`config.mk`:
```
export PLATFORM = sky130hd
export DESIGN_NAME = me_frame_scheduler
export DESIGN_NICKNAME = d
export VERILOG_FILES = /design/src/rtl/me_frame_scheduler.sv
export SDC_FILE = /design/constraint.sdc
export NUM_CORES = 1
export LEC_CHECK = 0
export CAP_MARGIN = 20
export CORE_ASPECT_RATIO = 0.9
export CORE_MARGIN = 5
export CORE_UTILIZATION = 30
export DETAILED_ROUTE_END_ITERATION = 10
export PLACE_DENSITY = 0.51
export REMOVE_ABC_BUFFERS = 1
export SYNTH_ARGS = -nofsm -noshare
export SYNTH_HDL_FRONTEND = slang
export SYNTH_SLANG_ARGS = --single-unit
```
`constraint.sdc`:
```
create_clock -name clk -period 5.7 [get_ports clk]
set_clock_uncertainty 0.1 [all_clocks]
set_input_delay 1.14 -clock clk [delete_from_list [all_inputs] [get_ports clk]]
set_output_delay 1.14 -clock clk [all_outputs]
set_load 0.02 [all_outputs]
```
`src/rtl/me_frame_scheduler.sv`:
```
// me_frame_scheduler: walks every macroblock of a frame in raster order,
// computes template-block and search-window origins, runs one req/ack
// transaction per MB with the ME core and forwards the result on a
// valid/ready stream.
// Optional feature: define ME_SCHED_SADSUM_EN to add the sad_sum output,
// a saturating per-frame sum of accepted min SADs.
module me_frame_scheduler #(
  parameter int FRAME_W_MB  = 6,
  parameter int FRAME_H_MB  = 5,
  parameter int TB_LENGTH   = 16,
  parameter int SW_LENGTH   = 64,
  parameter int SAD_WIDTH   = 16,
  parameter int MVEC_WIDTH  = 12,
  parameter int COORD_WIDTH = 12
) (
  input  logic                   clk,
  input  logic                   rst,
  input  logic                   start,
  output logic                   busy,
  output logic                   frame_done,
  output logic                   me_req,
  input  logic                   me_ack,
  input  logic [SAD_WIDTH-1:0]   me_min_sad,
  input  logic [MVEC_WIDTH-1:0]  me_min_mvec,
  output logic [COORD_WIDTH-1:0] tb_x,
  output logic [COORD_WIDTH-1:0] tb_y,
  output logic [COORD_WIDTH-1:0] sw_x,
  output logic [COORD_WIDTH-1:0] sw_y,
  output logic                   res_valid,
  input  logic                   res_ready,
  output logic [7:0]             res_mb_x,
  output logic [7:0]             res_mb_y,
  output logic [SAD_WIDTH-1:0]   res_sad,
  output logic [MVEC_WIDTH-1:0]  res_mvec
`ifdef ME_SCHED_SADSUM_EN
  ,
  output logic [SAD_WIDTH+7:0]   sad_sum
`endif
);

  typedef enum logic [2:0] {
    IDLE, SETUP, REQ, RELEASE, OUT, NEXT, DONE
  } state_t;

  // Search window is centred on the MB, then pushed back inside the frame.
  localparam logic [COORD_WIDTH-1:0] SW_OFF   = COORD_WIDTH'((SW_LENGTH - TB_LENGTH) / 2);
  localparam logic [COORD_WIDTH-1:0] SW_MAX_X = COORD_WIDTH'(FRAME_W_MB * TB_LENGTH - SW_LENGTH);
  localparam logic [COORD_WIDTH-1:0] SW_MAX_Y = COORD_WIDTH'(FRAME_H_MB * TB_LENGTH - SW_LENGTH);
  localparam logic [7:0]             MB_X_LAST = 8'(FRAME_W_MB - 1);
  localparam logic [7:0]             MB_Y_LAST = 8'(FRAME_H_MB - 1);

  state_t                 state;
  logic [7:0]             mb_x, mb_y;
  logic [COORD_WIDTH-1:0] tb_x_c, tb_y_c;
  logic                   last_mb;

  // Subtract in one extra signed bit so MBs near the top/left clamp to 0.
  function automatic logic [COORD_WIDTH-1:0] sw_clamp(
    input logic [COORD_WIDTH-1:0] t,
    input logic [COORD_WIDTH-1:0] maxv
  );
    logic signed [COORD_WIDTH:0] d;
    d = $signed({1'b0, t}) - $signed({1'b0, SW_OFF});
    if (d < 0)                          return '0;
    else if (d > $signed({1'b0, maxv})) return maxv;
    else                                return d[COORD_WIDTH-1:0];
  endfunction

  assign tb_x_c  = COORD_WIDTH'(mb_x) * COORD_WIDTH'(TB_LENGTH);
  assign tb_y_c  = COORD_WIDTH'(mb_y) * COORD_WIDTH'(TB_LENGTH);
  assign last_mb = (mb_x == MB_X_LAST) && (mb_y == MB_Y_LAST);

`ifdef ME_SCHED_SADSUM_EN
  logic [SAD_WIDTH+8:0] sum_ext;
  assign sum_ext = {1'b0, sad_sum} + {9'd0, res_sad};
`endif

  // Frame sequencer; every output is registered alongside the state.
  always_ff @(posedge clk) begin
    if (rst) begin
      state      <= IDLE;
      busy       <= 1'b0;
      frame_done <= 1'b0;
      me_req     <= 1'b0;
      res_valid  <= 1'b0;
      mb_x       <= '0;
      mb_y       <= '0;
      tb_x       <= '0;
      tb_y       <= '0;
      sw_x       <= '0;
      sw_y       <= '0;
      res_sad    <= '1;
      res_mvec   <= '0;
      res_mb_x   <= '0;
      res_mb_y   <= '0;
`ifdef ME_SCHED_SADSUM_EN
      sad_sum    <= '0;
`endif
    end else begin
      case (state)
        IDLE: begin
          mb_x <= '0;
          mb_y <= '0;
          if (start) begin
            state <= SETUP;
            busy  <= 1'b1;
`ifdef ME_SCHED_SADSUM_EN
            sad_sum <= '0;
`endif
          end
        end
        SETUP: begin
          tb_x   <= tb_x_c;
          tb_y   <= tb_y_c;
          sw_x   <= sw_clamp(tb_x_c, SW_MAX_X);
          sw_y   <= sw_clamp(tb_y_c, SW_MAX_Y);
          me_req <= 1'b1;
          state  <= REQ;
        end
        REQ: begin
          if (me_ack) begin
            res_sad  <= me_min_sad;
            res_mvec <= me_min_mvec;
            res_mb_x <= mb_x;
            res_mb_y <= mb_y;
            me_req   <= 1'b0;
            state    <= RELEASE;
          end
        end
        RELEASE: begin
          // Core holds ack until it sees req low; wait it out before output.
          if (!me_ack) begin
            res_valid <= 1'b1;
            state     <= OUT;
          end
        end
        OUT: begin
          if (res_ready) begin
            res_valid <= 1'b0;
`ifdef ME_SCHED_SADSUM_EN
            sad_sum <= sum_ext[SAD_WIDTH+8] ? '1 : sum_ext[SAD_WIDTH+7:0];
`endif
            if (last_mb) begin
              frame_done <= 1'b1;
              state      <= DONE;
            end else begin
              state <= NEXT;
            end
          end
        end
        NEXT: begin
          if (mb_x == MB_X_LAST) begin
            mb_x <= '0;
            mb_y <= mb_y + 8'd1;
          end else begin
            mb_x <= mb_x + 8'd1;
          end
          state <= SETUP;
        end
        DONE: begin
          frame_done <= 1'b0;
          busy       <= 1'b0;
          state      <= IDLE;
        end
        default: state <= IDLE;
      endcase
    end
  end

endmodule

```
* After elaboration in Yosys (flattened, before gate mapping)
Cells that the tools add are included. W data, S select, Z words.
Storage, ports and cells: flip-flop bits (word level) 107, input port bits 33, word-level logic and storage cells 75
Operators by class: $add $sub $neg 4, $lt $le $gt $ge 4, equality and inequality tests 14, multiplexer cells 24, reduce and logical (&&, ||, !) cells 14
Operators by type and width (count):
- $mux W12 | 4
- $pmux W8 S2 | 2
- $lt A13 B1 Y1 const B | 2
- $sub A12 B5 Y13 const B | 2
- $pmux W3 S6 | 1
- $add A8 B1 Y8 const B | 2
- $eq A8 B3 Y1 const B | 2
- $mux W8 | 2
- $gt A13 B6 Y1 const B | 1
- $gt A13 B7 Y1 const B | 1
- $mux W3 | 4
- $ne A2 B2 Y1 const B | 6
- $reduce_bool A2 Y1 | 5
- $eq A3 B3 Y1 const B | 3
- $pmux W1 S2 | 4
- $reduce_and A2 Y1 | 4
- $eq A3 B2 Y1 const B | 2
- $mux W1 | 6
- $reduce_and A3 Y1 | 2
- $reduce_and A4 Y1 | 1
- $eq A3 B1 Y1 const B | 1
- $logic_not A3 Y1 | 1
- $mux W2 | 1
- $logic_and A1 B1 Y1 | 1

* Logic depth before layout (Yosys ltp)
Gate-level depths: netlist of run 1.
word-level depth 5, depth in mapped cells 10

* Worst setup path before layout of run 1
Ideal clock, no wire load.
path type register to register, start reg mb_x[2], end reg sw_x[6], setup time 0.070 ns, arrival time 2.214 ns, required time 5.530 ns, slack 3.315 ns, cell stages (with the launch flop) 11, buffers on the path 1, period minus slack after synthesis 2.385 ns, cells stage by stage dfxtp_1 clkbuf_1 inv_1 ha_1 nor3b_1 xor2_1 nor4_1 ha_1 a211oi_2 nand2b_1 a21oi_1
Between the ends: longest elaborated chain between the ends 4, elaborated cells between the ends (all ways) 5, classes of those cells add/sub: 1; order compare: 2; mux: 2
RTL lines:
- from (decl) | RTL line 53 | logic [7:0] mb_x, mb_y;
- from (signal assigned) | RTL line 156 | mb_x <= mb_x + 8'd1;
- $sub A12 B5 Y13 * | RTL line 63 | d = $signed({1'b0, t}) - $signed({1'b0, SW_OFF});
- $gt A13 B7 Y1 | RTL line 65 | else if (d > $signed({1'b0, maxv})) return maxv;
- $mux W12 | RTL line 65
- $mux W12 * | RTL line 64 | if (d < 0) return '0;
- to (signal assigned) | RTL line 115 | sw_x <= sw_clamp(tb_x_c, SW_MAX_X);
- to (decl) | RTL line 27 | output logic [COORD_WIDTH-1:0] sw_x,
Every way passes the cells marked *; elsewhere a longest branch is shown, timed or not. A chain may end at the register's enable or synchronous reset.

==> results of run 1 <==
-- flip-flops by register name, summed over array words and instances (netlist names), 3 cells and up --
register,cells
mb_y,8
res_mvec,12
tb_x,8
res_mb_x,8
sw_x,9
mb_x,8
sw_y,9
res_mb_y,8
tb_y,8
state,3
res_sad,16
-- Yosys cell counts, types with 3 or more instances --
library cell and count:
nand4_1 5, or3_1 3, inv_1 11, o21ai_0 12, nor2_1 27, a21oi_1 64, buf_2 3, nor4_1 7
nor3_1 6, nand2b_1 5, xor2_1 3, a22oi_1 8, o31ai_1 3, nand2_1 145, xnor2_1 9, dfxtp_1 101
clkbuf_1 36, or4_1 3, and3b_1 3, nand3_1 23, ha_1 12, and3_1 3, buf_4 15, a31oi_1 5
-- cell families after synthesis --
kind of cell             after synthesis  synth area share
buffers and inverters                 67            0.0707
AO/OA/AOI/OAI                        111             0.151
adder cells (fa/ha/maj)               12            0.0341
flip-flops                           101             0.459
multiplexers                           2           0.00483
XOR/XNOR                              12            0.0239
AND/OR/NAND/NOR                      246             0.256
other                                  1          0.000851
-- power by group through the flow --
stage / registers (mW) / logic [mW] / clock network [mW]
CTS: 0.733 / 0.158 / 0.670
detailed placement: 0.749 / 0.157 / 0
global placement: 0.749 / 0.156 / 0
global route: 0.735 / 0.172 / 0.697
finish: 0.733 / 0.156 / 0.646
floorplan: 0.759 / 0.0638 / 0
-- final cells by class --
| type | instances | area [µm²] |
|---|---|---|
| Clock buffer | 12 | 267 |
| Fill cell | 1464 | 8630 |
| Clock inverter | 4 | 52.6 |
| Inverter | 12 | 45.0 |
| Tap cell | 198 | 248 |
| Timing Repair Buffer | 119 | 1170 |
| Sequential cell | 101 | 2020 |
| Multi-Input combinational cell | 397 | 2120 |
-- per-layer routing --
metal | wire length [µm] | vias up | part of all wire
li1 | - | 2012 | -
met1 | 5810 | 1820 | 0.47
met2 | 5550 | 116 | 0.45
met3 | 807 | 12 | 0.066
met4 | 139 | 0 | 0.011
met5 | 0 | - | 0
-- tightest hold or removal path, cell delays in order, from the launching register on --
cell	delay, ns
dfxtp_1	0.31
nand2_1	0.05
a21oi_1	0.05
-- stage by stage --
step	utilization	instance area, µm²	cells	hold WS, ns	setup WS (ns)
final	0.407	5930	843	0.354	2.67
after global routing	0.407	5930	843	0.372	2.44
after CTS	0.407	5930	843	0.356	2.62
after detailed placement	0.385	5610	827	0.346	2.24
after global placement	0.385	5610	827	0.343	2.27
after floorplan	-	4190	510	0.383	2.98
-- worst max-delay path by stage --
stage / start / to / slack [ns] / cells past startpoint
4_1_cts: rst / sw_x[10] / 2.62 / 4
5_1_grt: rst / sw_x[10] / 2.44 / 4
3_5_place_dp: rst / sw_x[10] / 2.24 / 4
6_report: rst / sw_x[10] / 2.67 / 4
3_3_place_gp: rst / sw_x[10] / 2.27 / 4
2_1_floorplan: me_ack / me_req / 2.98 / 3
==> results.cfg, run 1 <==
[status]
status = complete, no violations

[sta]
slew_headroom = 0.482
fmax_ghz = 0.330
finalCritPeriodShare = 0.532
hold_viol_final = 0
rsz0062_at_grt = false
tightestPinTransition_ns = 0.773
drv_slew = 0
fin_setup_tns_ns = 0
setup_viol = 0
fin_crit_ns = 3.03

[layout]
nNetsFinal = 685
diodes = 0
drive_gt1_frac = 0.0481
final_cell_mix = 145 x nand2_1, 113 x clkdlybuf4s50_1, 101 x dfxtp_1, 64 x a21oi_1, 27 x nor2_1
area_delta_synth_final_pct = 34.6
final_common_cell = nand2_1

[placed_design]
dp.final_hpwl_mm = 8.43
gp_congestion = 0.747
io_buffers = 114

[drt]
drc = 0
via_per_inst = 4.70
wl_per_cell_um = 14.6
wl_mm = 12.3
drt_first_iter_violations = 254
ant_nets = 0
dr_total_vias = 3960
dr.pass1.iters = 4

[flow_run]
cap_violations = 0

[floorplan]
start_util = 0.303
dieArea_um2 = 17200
core_area_um2 = 14600
rows = 42
dieWidth_um = 138
io-pin-count = 129
dieHeight_um = 125

[synthesis]
yosys.area.top_type_share = 0.459
syn_inst = 552
ys_seq_elements = 101
ys_warn_count = 0
ys_types = 55
synth_flop_cell = dfxtp_1
async_flop_share = 0
synth-seq-area-share = 0.459
yosys-top-cells-area = dfxtp_1 46%, nand2_1 12%, a21oi_1 7.3%
synth-edff-count = 0
yosysTopAreaCell = dfxtp_1
synthesis.area_um2 = 4410
synth.avg_cell_area_um2 = 7.98

[worst_setup_path]
cpMaxStageDelayCell = clkinv_1
cp_slowest_stage_delay_ns = 0.83
cp_num_buf_inv = 2
r2r_cells = 9
critPathLaunchType = input pin
r2r_slack_ns = 2.94
cp.arrival_ns = 3.17
critPathTopFamily = buffers and inverters
required_ns = 5.84
r2r-start = mb_x[2]
critPathCaptureType = register
crit_type = in -> reg
rr_endpoint = sw_x[7]
path_cells = buf_2, clkinv_1, and3_1, a31o_2
critPathMaxFanout = 38

[clock_network]
cts_buffers = 9
root_buffer = clkbuf_16
cts_resized = 0
h-tree-depth = 3
hold_buffers = 0
clk_latency_ns = 0.35
cts_tree = done
clk_pin_slew_ns = 0.07
clockBufferDepth = 2
cts_sinks = 101
post_cts_buffers = 0

[global_routing]
antenna_found_initial = 0
grt.overflow.total = 0
grt_pass1_vias = 3732
grt_pass1_wl_mm = 20.0
grt_use_met2 = 0.223
grt_util_all_layers = 0.145
use_met3 = 0.0373
busiest_layer = met2
grtUsageMet1 = 0.198
grt_max_degree = 46

[worst_hold_path]
worstHoldStart = res_mb_x[1]
min_to = res_mb_x[1]
holdPathStages = 2
min_path_type = reg -> reg

[power_and_ir_drop]
switching_share = 0.247
p_switching_uw = 380
power_mw = 1.53
p_leak_nw = 2.13
p_int_mw = 1.16
p_clk_frac = 0.421
power.combinational.fraction = 0.101
vdd_drop_max_uv = 135
seqPwrFrac = 0.478
powerDensity_nw_per_um2 = 259
No activity file was read; power rests on OpenSTA's default activity.
==> run 2: changes to the inputs <==
- clock period: 5.7 -> 3 ns (I/O delays scaled with it)
==> run 2 against run 1 <==
Net effect: count of clock-buffer cells in the layout shrank 3; register-to-register slack worse by 2.6 ns; power grew 90%; critical endpoint is now sw_x[6]; largest cell class unchanged; highest routed layer unchanged.
==> results.cfg, run 2 (synthesis gave the netlist of run 1 again) <==
[status]
status = complete, no violations

[floorplan]
dieHeight_um = 125
rows = 42
core_area_um2 = 14600
start_util = 0.303
io-pin-count = 129
dieArea_um2 = 17200
dieWidth_um = 138

[power_and_ir_drop]
switching_share = 0.264
power.combinational.fraction = 0.112
p_switching_uw = 767
p_int_mw = 2.14
powerDensity_nw_per_um2 = 487
vdd_drop_max_uv = 300
p_clk_frac = 0.415
seqPwrFrac = 0.473
p_leak_nw = 2.16

[drt]
ant_nets = 0
wl_per_cell_um = 14.9
wl_mm = 12.7
drt_first_iter_violations = 241
dr_total_vias = 4071
via_per_inst = 4.78
dr.pass1.iters = 5
drc = 0

[global_routing]
grt.overflow.total = 0
grtUsageMet1 = 0.195
antenna_found_initial = 0
grt_max_degree = 46
busiest_layer = met2
grt_pass1_wl_mm = 20.1
grt_use_met2 = 0.231
grt_util_all_layers = 0.147
use_met3 = 0.0398
grt_pass1_vias = 3845

[sta]
hold_viol_final = 0
holdWs_ns = 0.355
setup_viol = 0
rsz0062_at_grt = false
finalCritPeriodShare = 0.880
drv_slew = 0
fin_setup_tns_ns = 0
tightestPinTransition_ns = 0.776
fin_crit_ns = 2.64
fmax_ghz = 0.379
slew_headroom = 0.483

[worst_setup_path]
cpMaxStageDelayCell = dfxtp_1
crit_type = reg -> reg
critPathTopFamily = simple AND/OR/NAND/NOR gates
path_cells = inv_1, ha_1, nor3b_1, xor2_1, nor4_1, ha_1, a211oi_2, nand2b_1, a21oi_1
critPathCaptureType = register
cp.depth = 9
cp_slowest_stage_delay_ns = 0.54
r2r_slack_ns = 0.36
r2r_cells = 9
cp_num_buf_inv = 1
rr_endpoint = sw_x[6]
r2r-start = mb_x[2]
required_ns = 3.18
crit_end = sw_x[6]
critPathMaxFanout = 11
cp-startpoint = mb_x[2]
critPathLaunchType = register
cp.arrival_ns = 2.82
cp_common_cell = ha_1

[clock_network]
root_buffer = clkbuf_16
cts_resized = 0
post_cts_buffers = 0
h-tree-depth = 3
cts_buffers = 9
cts_sinks = 101
clockBufferDepth = 2
hold_buffers = 0
clk_latency_ns = 0.35
clk_pin_slew_ns = 0.07
cts_tree = done

[worst_hold_path]
min_path_type = reg -> reg

[layout]
finalInstanceArea_um2 = 5980
nNetsFinal = 694
regMostFlops = res_sad
final_cell_mix = 145 x nand2_1, 113 x clkdlybuf4s50_1, 101 x dfxtp_1, 64 x a21oi_1, 27 x nor2_1
area_delta_synth_final_pct = 35.8
diodes = 0
drive_gt1_frac = 0.0612
top_regs = res_sad: 16 flops, res_mvec: 12 flops
multiInputGateArea_um2 = 2120
fill_cells = 1500
largest_reg_flops = 16
final_common_cell = nand2_1
seq_area_um2 = 2020

[placed_design]
place_area_um2 = 5680
dp.final_hpwl_mm = 8.82
gp_congestion = 0.788
io_buffers = 114

[flow_run]
cap_violations = 0
run 2: cell count changes in the layout (fill, tap and decap cells not counted):
cell,previous run,this run
buf_4,5,14
clkinv_2,1,0
clkinvlp_4,0,3
clkbuf_8,3,0
inv_8,0,1
run 2: metrics by stage:
stage | total power [mW] | std cells | util | setup slack (ns)
5_1_grt | 3.04 | 852 | 0.411 | 0.134
3_3_place_gp | 1.74 | 836 | 0.390 | 0.487
2_1_floorplan | 1.56 | 510 | - | 0.721
4_1_cts | 2.96 | 852 | 0.411 | 0.357
3_5_place_dp | 1.74 | 836 | 0.390 | 0.362
6_report | 2.91 | 852 | 0.411 | 0.359
run 2: worst min path at each step:
stage	start	endpoint	slack, ns	cells after the start
3_3_place_gp	res_mvec[1]	res_mvec[1]	0.34	2
3_5_place_dp	res_mvec[1]	res_mvec[1]	0.35	2
6_report	res_mb_y[0]	res_mb_y[0]	0.35	2
2_1_floorplan	mb_y[7]	res_mb_y[7]	0.38	2
5_1_grt	tb_y[11]	tb_y[11]	0.37	2
4_1_cts	res_mvec[1]	res_mvec[1]	0.36	2
run 2: layout make-up:
cell class | count | area share
Inverter | 12 | 0.00753
Timing Repair Buffer | 128 | 0.207
Tap cell | 198 | 0.0414
Multi-Input combinational cell | 397 | 0.354
Sequential cell | 101 | 0.338
Clock inverter | 7 | 0.0136
Clock buffer | 9 | 0.0376
run 2: worst min-delay path: cells and delay by family, from the launching register on:
family,cells,cell delay (ns)
AND/OR/NAND/NOR,1,0.05
flip-flops,1,0.31
AO/OA/AOI/OAI,1,0.05
run 2: layer usage:
metal,vias to the layer above,share of wire
met5,-,0
met4,0,0.019
met3,15,0.073
met2,133,0.45
met1,1893,0.46
li1,2030,-
run 2: power by group through the flow:
stage | sequential, mW | clock, mW | combinational, mW
6_report | 1.38 | 1.21 | 0.326
5_1_grt | 1.38 | 1.30 | 0.357
4_1_cts | 1.38 | 1.25 | 0.331
3_5_place_dp | 1.41 | 0 | 0.329
3_3_place_gp | 1.41 | 0 | 0.329
2_1_floorplan | 1.44 | 0 | 0.121
